<file path="src/rtl/serial_subtractor_pkg.sv">
// Shared definitions for the bit-serial subtractor: FSM state encoding and default width.
package serial_subtractor_pkg;

    localparam int DEFAULT_WIDTH = 32;

    typedef enum logic [1:0] {
        ST_IDLE = 2'b00,
        ST_RUN  = 2'b01,
        ST_DONE = 2'b10
    } state_t;

endpackage

</file>
<file path="src/rtl/serial_subtractor_if.sv">
// Start/done handshake and operand/result bundle between control unit and serial subtractor.
// OVF is present only when SERIAL_SUB_OVERFLOW_EN is defined.
interface serial_subtractor_if #(
    parameter int WIDTH = serial_subtractor_pkg::DEFAULT_WIDTH
);
    logic             START;
    logic [WIDTH-1:0] A;
    logic [WIDTH-1:0] B;
    logic             BIN;
    logic [WIDTH-1:0] Y;
    logic             BOUT;
    logic             ZERO;
    logic             BUSY;
    logic             DONE;
`ifdef SERIAL_SUB_OVERFLOW_EN
    logic             OVF;
`endif

    modport master (
        output START, A, B, BIN,
        input  Y, BOUT, ZERO, BUSY, DONE
`ifdef SERIAL_SUB_OVERFLOW_EN
        , input OVF
`endif
    );

    modport slave (
        input  START, A, B, BIN,
        output Y, BOUT, ZERO, BUSY, DONE
`ifdef SERIAL_SUB_OVERFLOW_EN
        , output OVF
`endif
    );

endinterface

</file>
<file path="src/rtl/serial_subtractor_full_sub.sv">
// One-bit full subtractor slice: D = A - B - BI, BO = borrow out.
module serial_subtractor_full_sub (
    output logic D,
    output logic BO,
    input  logic A,
    input  logic B,
    input  logic BI
);

    assign D  = A ^ B ^ BI;
    assign BO = (~A & B) | (~(A ^ B) & BI);

endmodule

</file>
<file path="src/rtl/serial_subtractor.sv">
// Bit-serial subtractor Y = A - B - BIN, LSB first, one bit per clock with a registered borrow.
// Optional signed overflow output enabled by SERIAL_SUB_OVERFLOW_EN.
//
// state   | meaning
// IDLE    | waiting for START; last result held
// RUN     | shifting one bit per clock, BUSY=1
// DONE    | one-cycle DONE pulse; Y/BOUT/ZERO valid; START restarts
module serial_subtractor
    import serial_subtractor_pkg::*;
#(
    parameter int WIDTH = DEFAULT_WIDTH,
    parameter int CNT_W = 6
) (
    input logic              CLK,
    input logic              RST,
    serial_subtractor_if.slave bus
);

    state_t             state_q;
    state_t             state_d;
    logic [WIDTH-1:0]   a_sh;
    logic [WIDTH-1:0]   b_sh;
    logic [WIDTH-1:0]   y_sh;
    logic [WIDTH-1:0]   y_next;
    logic [CNT_W-1:0]   cnt_q;
    logic               bw_q;
    logic               bout_q;
    logic               zero_q;
    logic               busy;
    logic               done;
    logic               diff_bit;
    logic               borrow_out;
    logic               last_bit;

    serial_subtractor_full_sub u_slice (
        .D  (diff_bit),
        .BO (borrow_out),
        .A  (a_sh[0]),
        .B  (b_sh[0]),
        .BI (bw_q)
    );

    assign last_bit = (cnt_q == CNT_W'(WIDTH - 1));
    assign y_next   = {diff_bit, y_sh[WIDTH-1:1]};

    always_ff @(posedge CLK) begin
        if (RST) begin
            state_q <= ST_IDLE;
        end else begin
            state_q <= state_d;
        end
    end

    always_comb begin
        state_d = state_q;
        busy    = 1'b0;
        done    = 1'b0;
        case (state_q)
            ST_IDLE: begin
                if (bus.START) state_d = ST_RUN;
            end
            ST_RUN: begin
                busy = 1'b1;
                if (last_bit) state_d = ST_DONE;
            end
            ST_DONE: begin
                done    = 1'b1;
                state_d = bus.START ? ST_RUN : ST_IDLE;
            end
            default: state_d = ST_IDLE;
        endcase
    end

    // Result flags are only written on the edge that enters DONE, so they hold through IDLE and RUN.
    always_ff @(posedge CLK) begin
        if (RST) begin
            a_sh   <= '0;
            b_sh   <= '0;
            y_sh   <= '0;
            cnt_q  <= '0;
            bw_q   <= 1'b0;
            bout_q <= 1'b0;
            zero_q <= 1'b0;
        end else begin
            case (state_q)
                ST_IDLE, ST_DONE: begin
                    if (bus.START) begin
                        a_sh  <= bus.A;
                        b_sh  <= bus.B;
                        bw_q  <= bus.BIN;
                        cnt_q <= '0;
                    end
                end
                ST_RUN: begin
                    y_sh  <= y_next;
                    a_sh  <= a_sh >> 1;
                    b_sh  <= b_sh >> 1;
                    bw_q  <= borrow_out;
                    cnt_q <= cnt_q + CNT_W'(1);
                    if (last_bit) begin
                        bout_q <= borrow_out;
                        zero_q <= (y_next == '0);
                    end
                end
                default: ;
            endcase
        end
    end

`ifdef SERIAL_SUB_OVERFLOW_EN
    logic ovf_q;

    // On the last RUN edge bw_q is the borrow into the MSB and borrow_out the borrow out of it.
    always_ff @(posedge CLK) begin
        if (RST) begin
            ovf_q <= 1'b0;
        end else if (state_q == ST_RUN && last_bit) begin
            ovf_q <= bw_q ^ borrow_out;
        end
    end

    assign bus.OVF = ovf_q;
`endif

    assign bus.Y    = y_sh;
    assign bus.BOUT = bout_q;
    assign bus.ZERO = zero_q;
    assign bus.BUSY = busy;
    assign bus.DONE = done;

endmodule

</file>
<file path="src/flat_wrapper.sv">
// flat-port wrapper written by rule: the top's interface ports become plain ports
module serial_subtractor_flat import serial_subtractor_pkg::*;
#(
    parameter int WIDTH = DEFAULT_WIDTH,
    parameter int CNT_W = 6
)
  (CLK, RST, bus_START, bus_A, bus_B, bus_BIN, bus_Y, bus_BOUT, bus_ZERO, bus_BUSY, bus_DONE);
  serial_subtractor_if #(.WIDTH(WIDTH)) bus_i ();
  input logic CLK;
  input logic RST;
  input wire logic [$bits(bus_i.START)-1:0] bus_START;
  input wire logic [$bits(bus_i.A)-1:0] bus_A;
  input wire logic [$bits(bus_i.B)-1:0] bus_B;
  input wire logic [$bits(bus_i.BIN)-1:0] bus_BIN;
  output wire logic [$bits(bus_i.Y)-1:0] bus_Y;
  output wire logic [$bits(bus_i.BOUT)-1:0] bus_BOUT;
  output wire logic [$bits(bus_i.ZERO)-1:0] bus_ZERO;
  output wire logic [$bits(bus_i.BUSY)-1:0] bus_BUSY;
  output wire logic [$bits(bus_i.DONE)-1:0] bus_DONE;
  assign bus_i.START = bus_START;
  assign bus_i.A = bus_A;
  assign bus_i.B = bus_B;
  assign bus_i.BIN = bus_BIN;
  assign bus_Y = bus_i.Y;
  assign bus_BOUT = bus_i.BOUT;
  assign bus_ZERO = bus_i.ZERO;
  assign bus_BUSY = bus_i.BUSY;
  assign bus_DONE = bus_i.DONE;
  serial_subtractor #(.WIDTH(WIDTH), .CNT_W(CNT_W)) u_core (.CLK(CLK), .RST(RST), .bus(bus_i));
endmodule
</file>
<file path="config.mk">
export PLATFORM = sky130hd
export DESIGN_NAME = serial_subtractor_flat
export DESIGN_NICKNAME = d
export VERILOG_FILES = /design/src/rtl/serial_subtractor_pkg.sv /design/src/rtl/serial_subtractor_if.sv /design/src/rtl/serial_subtractor_full_sub.sv /design/src/rtl/serial_subtractor.sv /design/src/flat_wrapper.sv
export SDC_FILE = /design/constraint.sdc
export NUM_CORES = 1
export LEC_CHECK = 0
export ABC_AREA = 1
export CAP_MARGIN = 20
export CORE_MARGIN = 10
export CORE_UTILIZATION = 49
export DETAILED_ROUTE_END_ITERATION = 8
export GPL_TIMING_DRIVEN = 0
export PLACE_DENSITY_LB_ADDON = 0.2
export SKIP_LAST_GASP = 1
export SLEW_MARGIN = 20
export SYNTH_ARGS = -nofsm -noshare
export SYNTH_HDL_FRONTEND = slang
export SYNTH_SLANG_ARGS = --single-unit
</file>
<file path="constraint.sdc">
create_clock -name CLK -period 1.5 [get_ports CLK]
set_input_delay 0.375 -clock CLK [delete_from_list [all_inputs] [get_ports CLK]]
set_output_delay 0.375 -clock CLK [all_outputs]
set_load 0.02 [all_outputs]
</file>
==> results_dict.tcl <==
set metrics [dict create \
    run_status "finished with violations" \
    violations_in_the_final_reports "negative setup slack" \
    cts_max_level 3 \
    crit_fanout 9 \
    skew_ns 0.0131 \
    count_of_routing_violations_after_the_opening_detailed_route_iteration 195 \
    synth.avg_cell_area_um2 7.30 \
    final_hold_viol_count 0 \
    netlist.area_leader.share 0.499 \
    worstPathRequired_ns 1.12 \
    power.total_uw 6140 \
    clock_tree.root_cell "clkbuf_8" \
    grt_pass1_wl_mm 18.0 \
    finalWorstSetupSlack_ns -0.0562 \
    max-vdd-ir-drop_mv 0.505 \
    antenna_cell_count 0 \
    die_boundary_width_um 114 \
    fillers 760 \
    start_to_end_type_of_the_worst_setup_path "reg -> out" \
    achievable-frequency_mhz 643 \
    post_synth_main_area_contributors "dfxtp_1, nand2_1, a31oi_1" \
    first_global_vias 3972 \
    grt_overflow 0 \
    switching_share 0.285 \
    route.antenna.remaining_nets 0 \
    cts_sink_count 107 \
    initial_core_utilization 0.497 \
    switchingPower_uw 1750 \
    grt_start_max_net_pins 20 \
    seq_power_share 0.519 \
    dpl.hpwl_mm 8.10 \
    grt_util_all_layers 0.163 \
    postSynthNetCount 658 \
    cts.reportedPaths.clkPinSlew_ns 0.10 \
    arrival_ns 1.18 \
    tightest_slew_ns 0.454 \
    multi_input_comb_area_um2 1870 \
    power.share.combinational 0.182 \
    core_area_um2 8640 \
    intPower_uw 4400 \
    slew_violations 0 \
    area.growth.synth_to_final_pct 31.7 \
    buffer_ports.inserted 102 \
    synth_cell_types 17 \
    ctsLongestPathBuffers 2 \
    setup.worst_path.start_class "register" \
    vias 4161 \
    quantity_of_hold_fixing_buffers_added_after_cts 0 \
    rsz0062_at_grt "yes" \
    power.density_nw_per_um2 1090 \
    crit_path_end_kind "output port" \
    min_path_type "reg -> reg" \
    row_count 34 \
    routed_wirelength_mm 11.0 \
    insertion_delay_ns 0.37 \
    die_y_extent_um 114 \
    min_period_over_period 1.04 \
    fin_util 0.655 \
    floorplan.io_pins 104 \
    syn-instance-count 588 \
    yosysSeqAreaShare 0.499 \
    tritoncts "built" \
    first_pass_iters 4 \
    routedWlPerCell_um 13.4 \
    syn_area_um2 4290 \
    die-area_um2 12900 \
    yosysWarnings 0 \
    design.final.nets 779 \
    synth_top_area_cell "dfxtp_1" \
    viasPerCell 5.06 \
    fraction_of_final_layout_cells_sized_beyond_drive_strength_1 0.118 \
    cap_viol_max_count 0 \
    ys_seq_elements 107 \
    leakage_uw 0.00222 \
    power.share.clock 0.299 \
    inserted_clock_buffers 9 \
    finalCriticalPeriod_ns 1.56 \
    report.final.setup_viol 1 \
    number_of_antenna_violations_at_the_first_check_in_global_routing 0 \
    gp_congestion 0.805 \
    seq_area_um2 2150 \
    post-route-drc-count 0 \
    worst_slew_margin_rel 0.697 \
]
[per-stage QoR]
stage | area, um^2 | hold slack [ns] | setup TNS, ns | setup WS, ns | instances
2_1_floorplan | 4290 | 0.439 | 0 | 0.195 | 588
5_1_grt | 5660 | 0.493 | -0.205 | -0.109 | 822
4_1_cts | 5620 | 0.468 | -0.258 | -0.258 | 813
6_report | 5660 | 0.466 | -0.0562 | -0.0562 | 822
3_3_place_gp | 5450 | 0.448 | -17.93 | -0.499 | 798
3_5_place_dp | 5450 | 0.455 | -19.61 | -0.515 | 798
[synthesized netlist by cell type]
| cell | count |
|---|---|
| nand2_1 | 217 |
| dfxtp_1 | 107 |
| nor2_1 | 91 |
| a31oi_1 | 62 |
| o21ai_0 | 37 |
| clkbuf_1 | 15 |
| buf_2 | 13 |
| a21oi_1 | 10 |
| inv_1 | 9 |
| buf_6 | 8 |
| nand3_1 | 5 |
| buf_4 | 4 |
| inv_2 | 3 |
| nand2_2 | 3 |
| nor3_1 | 2 |
| fa_1 | 1 |
| ha_1 | 1 |
[layer usage]
layer	track usage	up-vias	wire (um)
met3	0.0415	9	664
li1	-	2145	-
met2	0.273	106	5310
met4	0.0457	0	113
met1	0.202	1901	4950
met5	0	-	0
[layout by cell type, fill, tap and decap left out, drive strengths merged]
cell type,instances
a21oi,10
a31oi,62
buf,34
bufinv,1
clkbuf,44
clkdlybuf4s15,13
clkdlybuf4s50,66
clkinv,2
clkinvlp,1
dfxtp,107
dlygate4sd2,3
fa,1
ha,1
inv,14
nand2,220
nand3,5
nor2,91
nor3,2
o21ai,37
[layout make-up]
type	count	area share
plain buffers	39	0.0456
well taps	108	0.0239
clock inverters	6	0.0126
repair buffers	111	0.175
clock buffers	10	0.0243
inverters	12	0.00841
flip-flops and latches	107	0.379
multi-input cells	429	0.331
[worst paths after layout]
check             depth (start not counted)         startpoint              end  slack [ns]
hold reg to reg                           2     u_core.b_sh[1]   u_core.b_sh[0]        0.47
setup / recovery                          5  u_core.state_q[1]         bus_BUSY       -0.06
hold / removal                            2     u_core.b_sh[1]   u_core.b_sh[0]        0.47
setup reg to reg                          9        u_core.bw_q  u_core.bus.ZERO        0.06
[kinds of logic after synthesis]
group / after synthesis / share of synthesized area
compound gates: 109 / 0.145
fa+ha+maj: 2 / 0.00758
buf+inv: 52 / 0.0667
flops: 107 / 0.499
simple gates: 318 / 0.282
[critical path, stage by stage (launching register included)]
cell and delay, ns:
dfxtp_1 0.33, inv_2 0.05, nand2_4 0.10, inv_4 0.05, buf_12 0.13, buf_4 0.15
[power groups by stage]
| stage | sequential (uW) | combinational (uW) | clock (uW) |
|---|---|---|---|
| after detailed placement | 3250 | 1140 | 0 |
| after floorplan | 3310 | 578 | 0 |
| final | 3190 | 1120 | 1830 |
| after global routing | 3220 | 1250 | 1970 |
| after CTS | 3180 | 1100 | 1850 |
| after global placement | 3240 | 1110 | 0 |
[registers in the layout, indices dropped and copies added, names as in the netlist]
register	count
u_core.state_q	2
u_core.b_sh	32
u_core.bus.ZERO	1
u_core.bus.BOUT	1
u_core.bus.Y	32
u_core.a_sh	32
u_core.bw_q	1
u_core.cnt_q	6
[what timing repair did]
item | CTS | global route
setup endpoints to repair | 36 | 92
pin swaps | 0 | 1
resized for setup | 53 | 62
gates cloned | 0 | 1
hold endpoints to repair | 0 | 0
setup buffers | 0 | 8
No activity file was read; power rests on OpenSTA's default activity.
